## src/rtl/exec_sequencer.sv

```systemverilog
`default_nettype none
// +----------------------------------------------------------------------------+
// | exec_sequencer                                                             |
// | Stalls pico-MIPS commit for LD/ST handshakes and multi-cycle multiplies,   |
// | gating register write to the commit cycle. Optional: IO_TIMEOUT_EN.        |
// | Revision: 1.0                                                              |
// +----------------------------------------------------------------------------+
module exec_sequencer #(
  parameter int MULT_CYCLES = 4,
  parameter int TIMEOUT     = 255
) (
  input  logic clk,
  input  logic n_reset,
  input  logic read_in,
  input  logic write_out,
  input  logic reg_write,
  input  logic mult_op,
  input  logic in_valid,
  output logic in_ready,
  output logic out_valid,
  input  logic out_ready,
  output logic pc_en,
  output logic reg_we,
  output logic busy,
  output logic timeout_err
);

  localparam int c_CNT_MAX = (MULT_CYCLES > TIMEOUT) ? MULT_CYCLES : TIMEOUT;
  localparam int c_CW      = $clog2(c_CNT_MAX + 1);
  localparam logic [c_CW-1:0] c_MULT_LOAD = c_CW'(MULT_CYCLES - 1);
`ifdef IO_TIMEOUT_EN
  localparam logic [c_CW-1:0] c_TO_LOAD   = c_CW'(TIMEOUT - 1);
`endif

  typedef enum logic [1:0] {
    S_EXEC     = 2'd0,
    S_WAIT_IN  = 2'd1,
    S_WAIT_OUT = 2'd2,
    S_MULT     = 2'd3
  } state_t;

  state_t          r_state;
  state_t          w_next_state;
  logic [c_CW-1:0] r_cnt;
  logic [c_CW-1:0] w_next_cnt;
  logic            w_in_ready;
  logic            w_pc_en;
  logic            w_reg_we;
`ifdef IO_TIMEOUT_EN
  logic            w_set_err;
  logic            r_timeout_err;
`endif

  always_comb begin
    w_next_state = r_state;
    w_next_cnt   = r_cnt;
    w_in_ready   = 1'b0;
    w_pc_en      = 1'b0;
    w_reg_we     = 1'b0;
`ifdef IO_TIMEOUT_EN
    w_set_err    = 1'b0;
`endif
    case (r_state)
      S_EXEC: begin
        if (read_in) begin
          if (in_valid) begin
            w_in_ready = 1'b1;
            w_reg_we   = 1'b1;
            w_pc_en    = 1'b1;
          end else begin
            w_next_state = S_WAIT_IN;
`ifdef IO_TIMEOUT_EN
            w_next_cnt   = c_TO_LOAD;
`endif
          end
        end else if (write_out) begin
          w_next_state = S_WAIT_OUT;
`ifdef IO_TIMEOUT_EN
          w_next_cnt   = c_TO_LOAD;
`endif
        end else if (mult_op) begin
          w_next_state = S_MULT;
          w_next_cnt   = c_MULT_LOAD;
        end else begin
          w_pc_en  = 1'b1;
          w_reg_we = reg_write;
        end
      end
      S_WAIT_IN: begin
        // A handshake in the expiry cycle still commits normally.
        if (in_valid) begin
          w_in_ready   = 1'b1;
          w_reg_we     = 1'b1;
          w_pc_en      = 1'b1;
          w_next_state = S_EXEC;
        end
`ifdef IO_TIMEOUT_EN
        else if (r_cnt == '0) begin
          w_pc_en      = 1'b1;
          w_set_err    = 1'b1;
          w_next_state = S_EXEC;
        end else begin
          w_next_cnt = r_cnt - 1'b1;
        end
`endif
      end
      S_WAIT_OUT: begin
        if (out_ready) begin
          w_pc_en      = 1'b1;
          w_next_state = S_EXEC;
        end
`ifdef IO_TIMEOUT_EN
        else if (r_cnt == '0) begin
          w_pc_en      = 1'b1;
          w_set_err    = 1'b1;
          w_next_state = S_EXEC;
        end else begin
          w_next_cnt = r_cnt - 1'b1;
        end
`endif
      end
      S_MULT: begin
        if (r_cnt == '0) begin
          w_reg_we     = reg_write;
          w_pc_en      = 1'b1;
          w_next_state = S_EXEC;
        end else begin
          w_next_cnt = r_cnt - 1'b1;
        end
      end
      default: w_next_state = S_EXEC;
    endcase
  end

  always_ff @(posedge clk) begin
    if (!n_reset) begin
      r_state <= S_EXEC;
      r_cnt   <= '0;
    end else begin
      r_state <= w_next_state;
      r_cnt   <= w_next_cnt;
    end
  end

`ifdef IO_TIMEOUT_EN
  always_ff @(posedge clk) begin
    if (!n_reset) begin
      r_timeout_err <= 1'b0;
    end else if (w_set_err) begin
      r_timeout_err <= 1'b1;
    end
  end

  assign timeout_err = n_reset & r_timeout_err;
`else
  assign timeout_err = 1'b0;
`endif

  // Every output is forced low in any cycle where reset is asserted.
  assign in_ready  = n_reset & w_in_ready;
  assign pc_en     = n_reset & w_pc_en;
  assign reg_we    = n_reset & w_reg_we;
  assign out_valid = n_reset & (r_state == S_WAIT_OUT);
  assign busy      = n_reset & (r_state != S_EXEC);

endmodule
`default_nettype wire
```

## config.mk

```make
export PLATFORM = sky130hd
export DESIGN_NAME = exec_sequencer
export DESIGN_NICKNAME = d
export VERILOG_FILES = /design/src/rtl/exec_sequencer.sv
export SDC_FILE = /design/constraint.sdc
export NUM_CORES = 1
export LEC_CHECK = 0
export BUFFER_PORTS_ARGS = -buffer_cell sky130_fd_sc_hd__clkbuf_2
export CAP_MARGIN = 5
export CELL_PAD_IN_SITES_DETAIL_PLACEMENT = 1
export CELL_PAD_IN_SITES_GLOBAL_PLACEMENT = 1
export CORE_ASPECT_RATIO = 0.75
export CORE_MARGIN = 4
export CORE_UTILIZATION = 34
export DETAILED_ROUTE_END_ITERATION = 8
export HOLD_SLACK_MARGIN = 0.02
export PLACE_DENSITY = 0.71
export SLEW_MARGIN = 20
export SYNTH_ARGS = -nofsm -noshare
export SYNTH_HDL_FRONTEND = slang
export SYNTH_SLANG_ARGS = --single-unit
```

## constraint.sdc

```tcl
create_clock -name clk -period 1.6 [get_ports clk]
set_input_delay 0.32 -clock clk [delete_from_list [all_inputs] [get_ports clk]]
set_output_delay 0.32 -clock clk [all_outputs]
set_load 0.01 [all_outputs]
```

==> key figures <==
Synthesis
  – Synth top area cells: dfxtp_1 (28%), nor2_1 (8.4%), a21oi_1 (5.6%), mux2i_1 (5.6%), nand2_1 (3.7%)
  – Mapped Cells: roughly 90
  – Post-synth ARST share: 0%
  – Leading area contributor after synthesis: dfxtp_1
  – Seq/Total Area, Yosys: 28.1%
  – EDFF count, synth: 0
  – Netlist cell types: 36
  – YS warnings: 0
  – Post-Syn Area: ~700 um^2
  – Syn Area/Cell: 7.74 um^2
  – Synth Net Count: around 100
  – Primary FF master, synth: dfxtp_1
  – Seq cells post-synth: 10
  – Post-synth top area share: 28.1%

Critical path
  – CP Cell Sequence: inv_2 > ha_4 > nor3b_4 > nand2_1 > o22ai_2 > o211a_1 > buf_2
  – Worst Path Required: about 1.3 ns
  – Critical Path AT: ~1.6 ns
  – Crit. End Element: primary output
  – Worst path slowest cell: dfxtp_2
  – CP max FO: 4
  – Setup CP Type: flop to primary output
  – Slowest stage delay, CP: ~0.32 ns
  – Worst setup SP type: flop

Global routing
  – Vias in the first global route: roughly 870
  – Initial antenna violation count: 0
  – Grt ovf: 0
  – Largest net degree at the start of global routing: 9
  – First-pass GRT wire length: 4280 um
  – GRT Total Usage: 20.9%

STA
  – Minimum clock period: approximately 2.0 ns
  – Final Cycle Share: 123%
  – Maximum clock frequency: about 510 MHz
  – Final Skew: 0.00601 ns
  – Hold_ws: roughly 0.42 ns
  – Setup TNS: -0.805 ns
  – Final worst slack: -0.362 ns
  – RSZ-0062 raised after global routing: true
  – Pins Over Slew Limit: 0
  – Final count of hold timing violations: 0
  – Setup violations, final: 3

Run status
  – Status: finished with violations
  – Failing checks: setup timing

Clocking
  – Worst-path clk slew: 0.07 ns
  – Cts bufs inserted: 3
  – Clock buffer depth: 2
  – CTS tree: built
  – CTS H-tree depth: 1
  – Skew-Pair Late Insertion Delay: 0.28 ns
  – Root Driver: clkbuf_4
  – Clock Sinks: 10
  – Hold Buf Count CTS: 0

Hold path
  – HP Class: input pin to flop

Cells and area
  – Most frequent cells in the layout: buf_4 (18), nor2_1 (15), clkbuf_2 (10)
  – Core Util, Final: a little over half
  – Antenna cells: 0
  – Final net count: approximately 140
  – Layout cells sized above 1: between 40% and 50%
  – FILL cells: between 200 and 300
  – Area growth from synthesis to layout: 49.9%
  – Fin cells: 149
  – Most common cell after layout, fill and taps aside: buf_4

Drt
  – First drt pass iteration count: 3
  – DRC: 0
  – DR iter-0 viols: 14
  – Total wire length: 2500 um
  – Drt wl/cell: about 17 um
  – Routed Antenna Nets: 0
  – Avg Vias per Cell: roughly 5.3
  – Vias after detailed routing: roughly 800

Floorplan
  – Width of the die: around 60 um
  – Row cnt: 14
  – Initial Util: between 30% and 40%
  – Chip height: 47.6 um
  – Core region area: 0.00200 mm^2
  – Die ar.: around 0.0029 mm^2
  – Top-Level Pins: 14

Placed design
  – Dpl cells: approximately 140
  – HPWL Detailed: 1850 um
  – GPL Wtd Cong: 0.816
  – Port Buffer Count: 12

Power
  – Power consumption: a little under 0.7 mW
  – Peak VDD IR: roughly 0.00057 V
  – Pwr dens: about 650 mW/mm^2
  – Pleak: ~0.47 nW

Flow run
  – Max-cap violations: 0
-- cells in the mapped netlist (all sizes together), types with 2 or more instances --
| library cell | n |
|---|---|
| a211oi | 2 |
| nor3 | 2 |
| dfxtp | 10 |
| nor4 | 2 |
| a21oi | 9 |
| inv | 4 |
| buf | 2 |
| nand2 | 7 |
| clkbuf | 2 |
| nor2 | 16 |
| ha | 2 |
| nand3 | 5 |
| nand2b | 3 |
| mux2i | 4 |
| nor3b | 3 |
| a311oi | 2 |
| o21a | 2 |
-- critical path: cells and delay by family, from the launching register on --
kind            cells  cell delay (ns)
compound gates      2             0.27
buf+inv             2             0.19
fa+ha+maj           1             0.14
simple gates        2             0.43
flops               1             0.32
-- kinds of logic after synthesis --
kind of cell               Yosys count  share of synthesized area [%]
muxes                                4                           5.62
and+or+nand+nor                     45                           35.0
DFF                                 10                           28.1
buffers and inverters                8                           4.92
other                                1                          0.527
adders and majority gates            2                           3.51
AOI/OAI and AO/OA                   22                           22.3
-- power by group --
part | switching (mW) | total, mW | internal, mW
clock network | 0.0987 | 0.186 | 0.0875
registers | 0.0120 | 0.271 | 0.259
logic | 0.122 | 0.239 | 0.117
-- path summary, 6_finish.rpt --
check | end | cells after the start | start | slack [ns]
worst min-delay path | r_cnt[4] | 3 | n_reset | 0.42
worst max register to register | r_cnt[4] | 9 | r_cnt[0] | -0.12
worst min register to register | r_cnt[5] | 2 | r_cnt[5] | 0.56
worst max-delay path | reg_we | 7 | r_cnt[0] | -0.36
-- layer usage --
layer,track usage (%),part of all wire (%),vias up
met5,0,0,-
met4,10.4,2.3,0
met3,4.31,2.6,7
met2,32.8,46,8
met1,27.6,49,380
li1,-,-,396
-- sequential cells by signal, indices dropped and copies added (netlist names) --
signal / flops
r_cnt: 8
r_state: 2
-- metrics by stage --
| stage | area (um^2) | worst slack (ns) |
|---|---|---|
| after floorplan | 723 | 0.00169 |
| after global placement | 928 | -0.110 |
| after detailed placement | 928 | -0.158 |
| after CTS | 1010 | -0.324 |
| after global routing | 1070 | -0.446 |
| final | 1070 | -0.362 |
-- cell type report --
cell class              count  area, um^2  area share, %
clock buffers               3        22.5           2.11
flip-flops and latches     10         209           19.6
multi-input cells          74         551           51.6
inverters                   4        15.0           1.41
repair buffers             34         240           22.5
well taps                  24        30.0           2.81
-- repair_timing --
item | 4_1_cts | 5_1_grt
resized for setup | 10 | 16
pin swaps | 7 | 4
buffers inserted | 3 | 2
endpoints found under the hold margin | 0 | 0
endpoints found under the setup margin | 5 | 10
gates cloned | 0 | 0
Note: power is estimated with default switching activity, not from simulation.
